File: config.mk
export PLATFORM = sky130hd
export DESIGN_NAME = pf_lanectrl_pause_ctrl
export DESIGN_NICKNAME = d
export VERILOG_FILES = /design/src/rtl/pf_lanectrl_pause_pkg.sv /design/src/rtl/pf_lanectrl_pause_lane.sv /design/src/rtl/pf_lanectrl_pause_ctrl.sv
export SDC_FILE = /design/constraint.sdc
export NUM_CORES = 1
export LEC_CHECK = 0
export CORE_MARGIN = 2
export CORE_UTILIZATION = 29
export CTS_CLUSTER_DIAMETER = 60
export DETAILED_ROUTE_END_ITERATION = 6
export DONT_BUFFER_PORTS = 1
export GPL_TIMING_DRIVEN = 1
export HOLD_SLACK_MARGIN = 0.03
export PLACE_DENSITY = 0.49
export RECOVER_POWER = 25
export SETUP_SLACK_MARGIN = 0.15
export SLEW_MARGIN = 20
export SYNTH_ARGS = -nofsm -noshare
export SYNTH_HDL_FRONTEND = slang
export SYNTH_HIERARCHICAL = 1
export SYNTH_SLANG_ARGS = --single-unit
export TNS_END_PERCENT = 5
File: constraint.sdc
create_clock -name CLK -period 1.8 [get_ports CLK]
set_input_delay 0.45 -clock CLK [delete_from_list [all_inputs] [get_ports CLK]]
set_output_delay 0.45 -clock CLK [all_outputs]
set_load 0.02 [all_outputs]
File: src/rtl/pf_lanectrl_pause_pkg.sv
// pf_lanectrl_pause_pkg
// Shared widths and parameter limits for the lane-control pause block.
// Optional build macro: PF_LANECTRL_PAUSE_STATUS_EN (stretch-event counters).
package pf_lanectrl_pause_pkg;

  localparam int CNT_W         = 4;   // stretch counter width
  localparam int STAT_W        = 8;   // per-lane stretch-event counter width
  localparam int MAX_LANES     = 16;
  localparam int MAX_SYNC      = 4;
  localparam int MAX_MIN_PULSE = 15;

  typedef logic [CNT_W-1:0]  cnt_t;
  typedef logic [STAT_W-1:0] stat_t;

  // Counter load value for a fresh rise: the rise cycle itself is the first
  // of the MIN_PULSE output cycles, so the counter covers the remaining ones.
  function automatic cnt_t stretch_reload(input int min_pulse);
    return cnt_t'(min_pulse - 1);
  endfunction

endpackage

File: src/rtl/pf_lanectrl_pause_lane.sv
// pf_lanectrl_pause_lane
// One pause lane: synchroniser chain, rise/fall detect, minimum-width stretch
// counter, rising-edge output flop and optional falling-edge retiming flop.
// Optional build macro: PF_LANECTRL_PAUSE_STATUS_EN adds a saturating count of
// pulses that needed stretching.
// Ports:
//   CLK, RESET_N     lane-control clock, asynchronous active-low reset
//   pause_req        asynchronous pause request
//   status_clr       synchronous clear of the stretch-event count (macro only)
//   stretch_cnt      saturating stretch-event count (macro only)
//   pause_r          rising-edge registered pause (feeds the aggregate flags)
//   pause_sync       lane output (pause_r, or its falling-edge copy)
module pf_lanectrl_pause_lane
  import pf_lanectrl_pause_pkg::*;
#(
  parameter int SYNC_STAGES = 2,
  parameter int MIN_PULSE   = 2,
  parameter bit OUT_FALL    = 1'b0
) (
  input  logic  CLK,
  input  logic  RESET_N,
  input  logic  pause_req,
`ifdef PF_LANECTRL_PAUSE_STATUS_EN
  input  logic  status_clr,
  output stat_t stretch_cnt,
`endif
  output logic  pause_r,
  output logic  pause_sync
);

  localparam cnt_t RELOAD = stretch_reload(MIN_PULSE);

  logic [SYNC_STAGES-1:0] sync_reg;
  logic                   sync_in;
  logic                   sync_d_reg;
  logic                   rise;
  cnt_t                   cnt_reg;
  cnt_t                   cnt_next;
  logic                   pause_reg;
  logic                   pause_next;

  // Synchroniser chain; stage 0 is the only flop seeing the async input.
  always_ff @(posedge CLK or negedge RESET_N) begin
    if (!RESET_N) begin
      sync_reg <= '0;
    end else begin
      sync_reg[0] <= pause_req;
      for (int i = 1; i < SYNC_STAGES; i++) begin
        sync_reg[i] <= sync_reg[i-1];
      end
    end
  end

  assign sync_in = sync_reg[SYNC_STAGES-1];
  assign rise    = sync_in & ~sync_d_reg;

  // A rise always reloads, so a retrigger mid-stretch extends the pulse.
  always_comb begin
    cnt_next = cnt_reg;
    if (rise) begin
      cnt_next = RELOAD;
    end else if (cnt_reg != '0) begin
      cnt_next = cnt_reg - 1'b1;
    end
  end

  assign pause_next = sync_in | (cnt_reg != '0);

  always_ff @(posedge CLK or negedge RESET_N) begin
    if (!RESET_N) begin
      sync_d_reg <= 1'b0;
      cnt_reg    <= '0;
      pause_reg  <= 1'b0;
    end else begin
      sync_d_reg <= sync_in;
      cnt_reg    <= cnt_next;
      pause_reg  <= pause_next;
    end
  end

  assign pause_r = pause_reg;

  generate
    if (OUT_FALL) begin : g_out_fall
      // Half-cycle retiming so the clock gate sees a change while CLK is low.
      logic fall_reg;
      always_ff @(negedge CLK or negedge RESET_N) begin
        if (!RESET_N) begin
          fall_reg <= 1'b0;
        end else begin
          fall_reg <= pause_reg;
        end
      end
      assign pause_sync = fall_reg;
    end else begin : g_out_rise
      assign pause_sync = pause_reg;
    end
  endgenerate

`ifdef PF_LANECTRL_PAUSE_STATUS_EN
  // A synchronised fall while the counter is still running means the request
  // was shorter than MIN_PULSE and the stretcher had to extend it.
  logic  fall;
  stat_t stat_reg;
  stat_t stat_next;

  assign fall = ~sync_in & sync_d_reg;

  always_comb begin
    stat_next = stat_reg;
    if (status_clr) begin
      stat_next = '0;
    end else if (fall && (cnt_reg != '0) && (stat_reg != '1)) begin
      stat_next = stat_reg + 1'b1;
    end
  end

  always_ff @(posedge CLK or negedge RESET_N) begin
    if (!RESET_N) begin
      stat_reg <= '0;
    end else begin
      stat_reg <= stat_next;
    end
  end

  assign stretch_cnt = stat_reg;
`endif

endmodule

File: src/rtl/pf_lanectrl_pause_ctrl.sv
// pf_lanectrl_pause_ctrl
// Multi-lane HS_IO_CLK_PAUSE synchroniser / pulse stretcher with aggregate
// all/any-paused flags for the training sequencer.
// Optional build macro: PF_LANECTRL_PAUSE_STATUS_EN adds STATUS_CLR and
// STRETCH_CNT (per-lane saturating stretch-event counts).
// Ports:
//   CLK                    lane-control clock
//   RESET_N                asynchronous active-low reset
//   HS_IO_CLK_PAUSE        per-lane asynchronous pause requests
//   STATUS_CLR             clear all stretch-event counts (macro only)
//   STRETCH_CNT            8 bits per lane, lane i at [8*i+:8] (macro only)
//   HS_IO_CLK_PAUSE_SYNC   per-lane synchronised, stretched pause
//   ALL_PAUSED/ANY_PAUSED  registered AND/OR of the lane pauses
module pf_lanectrl_pause_ctrl
  import pf_lanectrl_pause_pkg::*;
#(
  parameter int NUM_LANES   = 4,
  parameter int SYNC_STAGES = 2,
  parameter int MIN_PULSE   = 2,
  parameter bit OUT_FALL    = 1'b0
) (
  input  logic                        CLK,
  input  logic                        RESET_N,
  input  logic [NUM_LANES-1:0]        HS_IO_CLK_PAUSE,
`ifdef PF_LANECTRL_PAUSE_STATUS_EN
  input  logic                        STATUS_CLR,
  output logic [STAT_W*NUM_LANES-1:0] STRETCH_CNT,
`endif
  output logic [NUM_LANES-1:0]        HS_IO_CLK_PAUSE_SYNC,
  output logic                        ALL_PAUSED,
  output logic                        ANY_PAUSED
);

  generate
    if (NUM_LANES < 1 || NUM_LANES > MAX_LANES ||
        SYNC_STAGES < 1 || SYNC_STAGES > MAX_SYNC ||
        MIN_PULSE < 1 || MIN_PULSE > MAX_MIN_PULSE) begin : g_bad_param
      $error("pf_lanectrl_pause_ctrl: parameter out of range");
    end
  endgenerate

  logic [NUM_LANES-1:0] pause_r_vec;
  logic                 all_reg;
  logic                 any_reg;

  genvar gi;
  generate
    for (gi = 0; gi < NUM_LANES; gi++) begin : g_lane
      pf_lanectrl_pause_lane #(
        .SYNC_STAGES (SYNC_STAGES),
        .MIN_PULSE   (MIN_PULSE),
        .OUT_FALL    (OUT_FALL)
      ) u_lane (
        .CLK         (CLK),
        .RESET_N     (RESET_N),
        .pause_req   (HS_IO_CLK_PAUSE[gi]),
`ifdef PF_LANECTRL_PAUSE_STATUS_EN
        .status_clr  (STATUS_CLR),
        .stretch_cnt (STRETCH_CNT[STAT_W*gi +: STAT_W]),
`endif
        .pause_r     (pause_r_vec[gi]),
        .pause_sync  (HS_IO_CLK_PAUSE_SYNC[gi])
      );
    end
  endgenerate

  // Flags always come from the rising-edge flops so they stay in the CLK
  // rising domain even when lane outputs are retimed to the falling edge.
  always_ff @(posedge CLK or negedge RESET_N) begin
    if (!RESET_N) begin
      all_reg <= 1'b0;
      any_reg <= 1'b0;
    end else begin
      all_reg <= &pause_r_vec;
      any_reg <= |pause_r_vec;
    end
  end

  assign ALL_PAUSED = all_reg;
  assign ANY_PAUSED = any_reg;

endmodule

Word-level counts from Yosys, hierarchy flattened
Cells that the tools add are included.
{"block": "op_classes", "eq_ne": 0, "add_sub_neg": 4, "order_cmp": 0, "reduce_logical": 10, "shifts": 0, "multipliers": 0, "muxes": 8, "n_div": 0, "bitwise": 12}
{"op": "two-way mux 4 bit", "n": 8}
{"op": "nonzero test 4 bit", "n": 4}
{"op": "subtractor 4 x 1 -> 4 bit, second input constant", "n": 4}
{"op": "nonzero test 2 bit", "n": 4}
{"op": "bitwise AND 1 bit", "n": 4}
{"op": "inverter 1 bit", "n": 4}
{"op": "OR 1 bit", "n": 4}
{"op": "AND reduction 4 bit", "n": 1}
{"op": "OR reduction 4 bit", "n": 1}
{"block": "totals", "inputBits": 6, "latchBits": 0, "romBits": 0, "ramBits": 0, "reg_bits": 34, "out_inout_bits": 6, "mem_count": 0}

Logic depth before layout (Yosys ltp)
{"block": "depth", "word_depth": 3, "depth_mapped": 5, "mapped_depth_nobuf": 5}

By module
Netlist, hierarchy kept.
{"module": "pf_lanectrl_pause_lane", "cells_per_inst": 30, "area_each_um2": 351.6, "n_inst": 4}
{"module": "pf_lanectrl_pause_ctrl", "cells_per_inst": 4, "area_each_um2": 67.6, "n_inst": 1}

Least setup slack after synthesis
No wires, ideal clock.
{"block": "synth_path", "kind": "reg2reg", "from": "register g_lane[0].u_lane.cnt_reg[0]", "to": "register g_lane[0].u_lane.cnt_reg[0]", "setup_time_ns": 0.122, "required_time_ns": 1.678, "arrival_ns": 1.231, "stages_incl_launch_ff": 6, "synth_period_minus_slack_ns": 1.353, "path_buffers": 0, "slack_ns": 0.447, "path_cell_list": "dfrtp_1 -> inv_1 -> ha_1 -> or3b_4 -> nor3_1 -> nor2_1"}
{"block": "synth_between", "elab_chain_cells": 3}
{"element": "from (decl)", "line_no": "pf_lanectrl_pause_lane.sv:37", "rtl": "cnt_t cnt_reg;"}
{"element": "from (signal assigned)", "line_no": "pf_lanectrl_pause_lane.sv:76", "rtl": "cnt_reg <= cnt_next;"}
{"element": "subtractor 4 x 1 -> 4 bit", "line_no": "pf_lanectrl_pause_lane.sv:63", "rtl": "cnt_next = cnt_reg - 1'b1;"}
{"element": "two-way mux 4 bit", "line_no": "pf_lanectrl_pause_lane.sv:62", "rtl": "end else if (cnt_reg != '0) begin"}
{"element": "two-way mux 4 bit", "line_no": "pf_lanectrl_pause_lane.sv:60", "rtl": "if (rise) begin"}
Parallel ways exist; a longest one is shown, timed or not. The select of a mux whose other input is x is not followed.
A chain may end at the register's enable or synchronous reset.

Worst setup path after layout
Same ends and word-level chain as after synthesis.

==> metrics.txt <==
Core Area 0.004817 mm^2; first-pass GRT wire length 3891 um; global-route met1 utilization 0.1068; Residual DRC 0; Max Cap Violations 0; Initial Util 0.3060; status finished clean; GRT Max-Usage Layer met2; #FFs+latches synth 34; number of CTS-inserted buffers 5; worst-margin pin slew 0.8281 ns; Die Ht 75.29 um; fin cells 197; final worst slack 0.3149 ns; htree depth 2; area of placed instances 0.001528 mm^2; largest net degree at the start of global routing 35; Avg Inst Size Synth 11.89 um^2; CP Max Fanout 4; Routed Wire Length 2201 um; Slew HR 0.4480; Synth area leaders dfrtp_1 58%, ha_1 6.8%, nor3_1 4.1%; VDD IR max 585.9 uV; WP data required 1.97 ns; Mapped Cells 124; sequential fraction of the synthesis area 0.5772; CTS tree yes; vias in the first global route 888; IO Pins 12; final net count 143; post-synthesis simple-gate area fraction 0.2394; dpl cells 187; post-cts sizing count 0; combinational share of power 0.332; CTS Buffer Depth 2; crit path kind reg2reg; CTS root buf clkbuf_8; max FFs per register 16; Syn Nets 138; largest family of logic cells by synthesized area simple AND/OR/NAND/NOR gates; f_max 673.4 MHz; Pleak 0.6914 nW; Syn. warnings 6; Post-Synth Adder-Cell Area 0.06791; routed vias 840; clk slew on worst S/H paths 0.07 ns; Synth area leader dfrtp_1; Iteration-0 DRC Markers 35; synth unique cells 17; Power Density 1610 mW/mm^2; IO Port Bufs 0; area grow syn2layout 11.12%; NetSw 0.8968 mW; post-synthesis instance area 0.001474 mm^2; met2 Use GR 0.1498; mux contribution to synthesized area 0.02716; # clock sinks 34; Synth Area in XOR/XNOR 0; RSZ-0062 raised after global routing false; die area 0.005669 mm^2; Clock power frac 0.221; Filler cells 495; Final TNS setup 0 ns; Via density 4.264; grt met3 use 0.04101; Synth Area in Compound Gates 0.04754; Cell Rows 25; Die X 75.29 um; worst hold path type in2reg; final clock skew 0.007149 ns; final hold vios 0; Final Setup Violations 0; Int Pwr 1.741 mW; layout cells sized above 1 0.1692; crit share post-route 0.8251; Synth top area share 0.5772; Startpoint Class register; DRT Pass-1 Iters 4; Total GRT Usage 0.09442; Layout Cell Area excl Fill 0.001638 mm^2; switching fraction of total power 0.3400; ANT nets after route 0; GRT overflow 0; # diodes 0; Setup crit end kind register; worst skew pair latency 0.29 ns; initial antenna violation count 0; Final min period 1.485 ns; max-slew violation count 0; post-DR wirelength/cell 11.17 um; WP data arrival 1.66 ns; GPL Wtd Cong 0.8408; part of the power in registers 0.447; Place WS 0.3528 ns; post-DP HPWL 1538 um
-- metal layers --
metal | share of wire | vias to the layer above
met4 | 0.027 | 0
li1 | - | 420
met3 | 0.063 | 8
met2 | 0.46 | 15
met1 | 0.45 | 397
met5 | 0 | -
-- power groups by stage --
| stage | sequential (mW) | combinational, mW | clock [mW] |
|---|---|---|---|
| after floorplan | 1.12 | 0.805 | 0 |
| after global placement | 1.19 | 0.828 | 0 |
| after detailed placement | 1.19 | 0.869 | 0 |
| after CTS | 1.18 | 0.898 | 0.614 |
| after global routing | 1.21 | 1.00 | 0.648 |
| final | 1.18 | 0.875 | 0.584 |
-- what timing repair did --
| item | 4_1_cts | 5_1_grt |
|---|---|---|
| buffers inserted | 0 | 0 |
| hold endpoints to repair | 34 | 0 |
| setup endpoints to repair | 0 | 0 |
| hold buffers | 2 | 0 |
-- placed cells by master, fill, tap and decap left out, drive strengths merged --
cell	Yosys	layout
a211oi	4	4
a21oi	4	4
and4	1	1
clkbuf	0	7
clkinv	0	1
clkinvlp	0	1
dfrtp	34	34
dlygate4sd3	0	1
ha	8	8
inv	8	8
mux2i	4	4
nand2b	8	8
nand3b	4	4
nor2	16	16
nor2b	4	4
nor3	12	12
nor3b	4	4
or2b	4	4
or3b	4	4
or4	1	1
-- per-stage QoR --
step / utilization / total power [mW] / hold WS [ns]
after floorplan: - / 1.925 / 0.1544
after CTS: 0.3431 / 2.689 / 0.1769
after global routing: 0.3400 / 2.866 / 0.1647
final: 0.3400 / 2.637 / 0.1900
after detailed placement: 0.3171 / 2.062 / 0.1554
after global placement: 0.3171 / 2.016 / 0.1554
-- critical path, stage by stage, from the launching register on --
cell	delay, ns
dfrtp_1	0.40
inv_1	0.12
ha_1	0.20
or3b_4	0.40
nor3_1	0.18
nor2_1	0.06
-- Yosys cell counts --
| library cell | n |
|---|---|
| or4_1 | 1 |
| nor3b_1 | 4 |
| or3b_4 | 4 |
| buf_4 | 4 |
| and4_2 | 1 |
| nand3b_1 | 4 |
| ha_1 | 8 |
| nor2_1 | 16 |
| mux2i_1 | 4 |
| nand2b_1 | 8 |
| a211oi_2 | 4 |
| inv_1 | 8 |
| dfrtp_1 | 34 |
| a21oi_1 | 4 |
| nor3_1 | 12 |
| or2b_2 | 4 |
| nor2b_1 | 4 |
-- layout make-up --
cell class / instances / area (um^2) / share of cell area
Sequential cell: 34 / 850.8 / 0.5195
Multi-Input combinational cell: 78 / 563.0 / 0.3438
Tap cell: 67 / 83.83 / 0.05118
Clock buffer: 6 / 82.58 / 0.05042
Inverter: 8 / 30.03 / 0.01833
Timing Repair Buffer: 2 / 15.01 / 0.009167
Clock inverter: 2 / 12.51 / 0.007639
-- final timing paths --
kind                                               from                           end  slack (ns)  cells after the start
min in group asynchronous                       RESET_N   g_lane[0].u_lane/cnt_reg[0]        0.79                      2
hold reg to reg            g_lane[3].u_lane/sync_reg[0]  g_lane[3].u_lane/sync_reg[1]        0.35                      0
hold / removal                       HS_IO_CLK_PAUSE[0]  g_lane[0].u_lane/sync_reg[0]        0.19                      0
setup / recovery            g_lane[0].u_lane/cnt_reg[0]   g_lane[0].u_lane/cnt_reg[0]        0.31                      5
setup reg to reg            g_lane[0].u_lane/cnt_reg[0]   g_lane[0].u_lane/cnt_reg[0]        0.31                      5
max in group asynchronous                       RESET_N   g_lane[3].u_lane/sync_d_reg        0.49                      2
-- cells by family (layout without fill, tap and decap cells) --
logic type	count (synthesis)	after routing
compound gates	8	8
fa+ha+maj	8	8
buf+inv	12	18
flops	34	34
simple gates	58	58
mux	4	4
(Power assumes the default switching activity.)
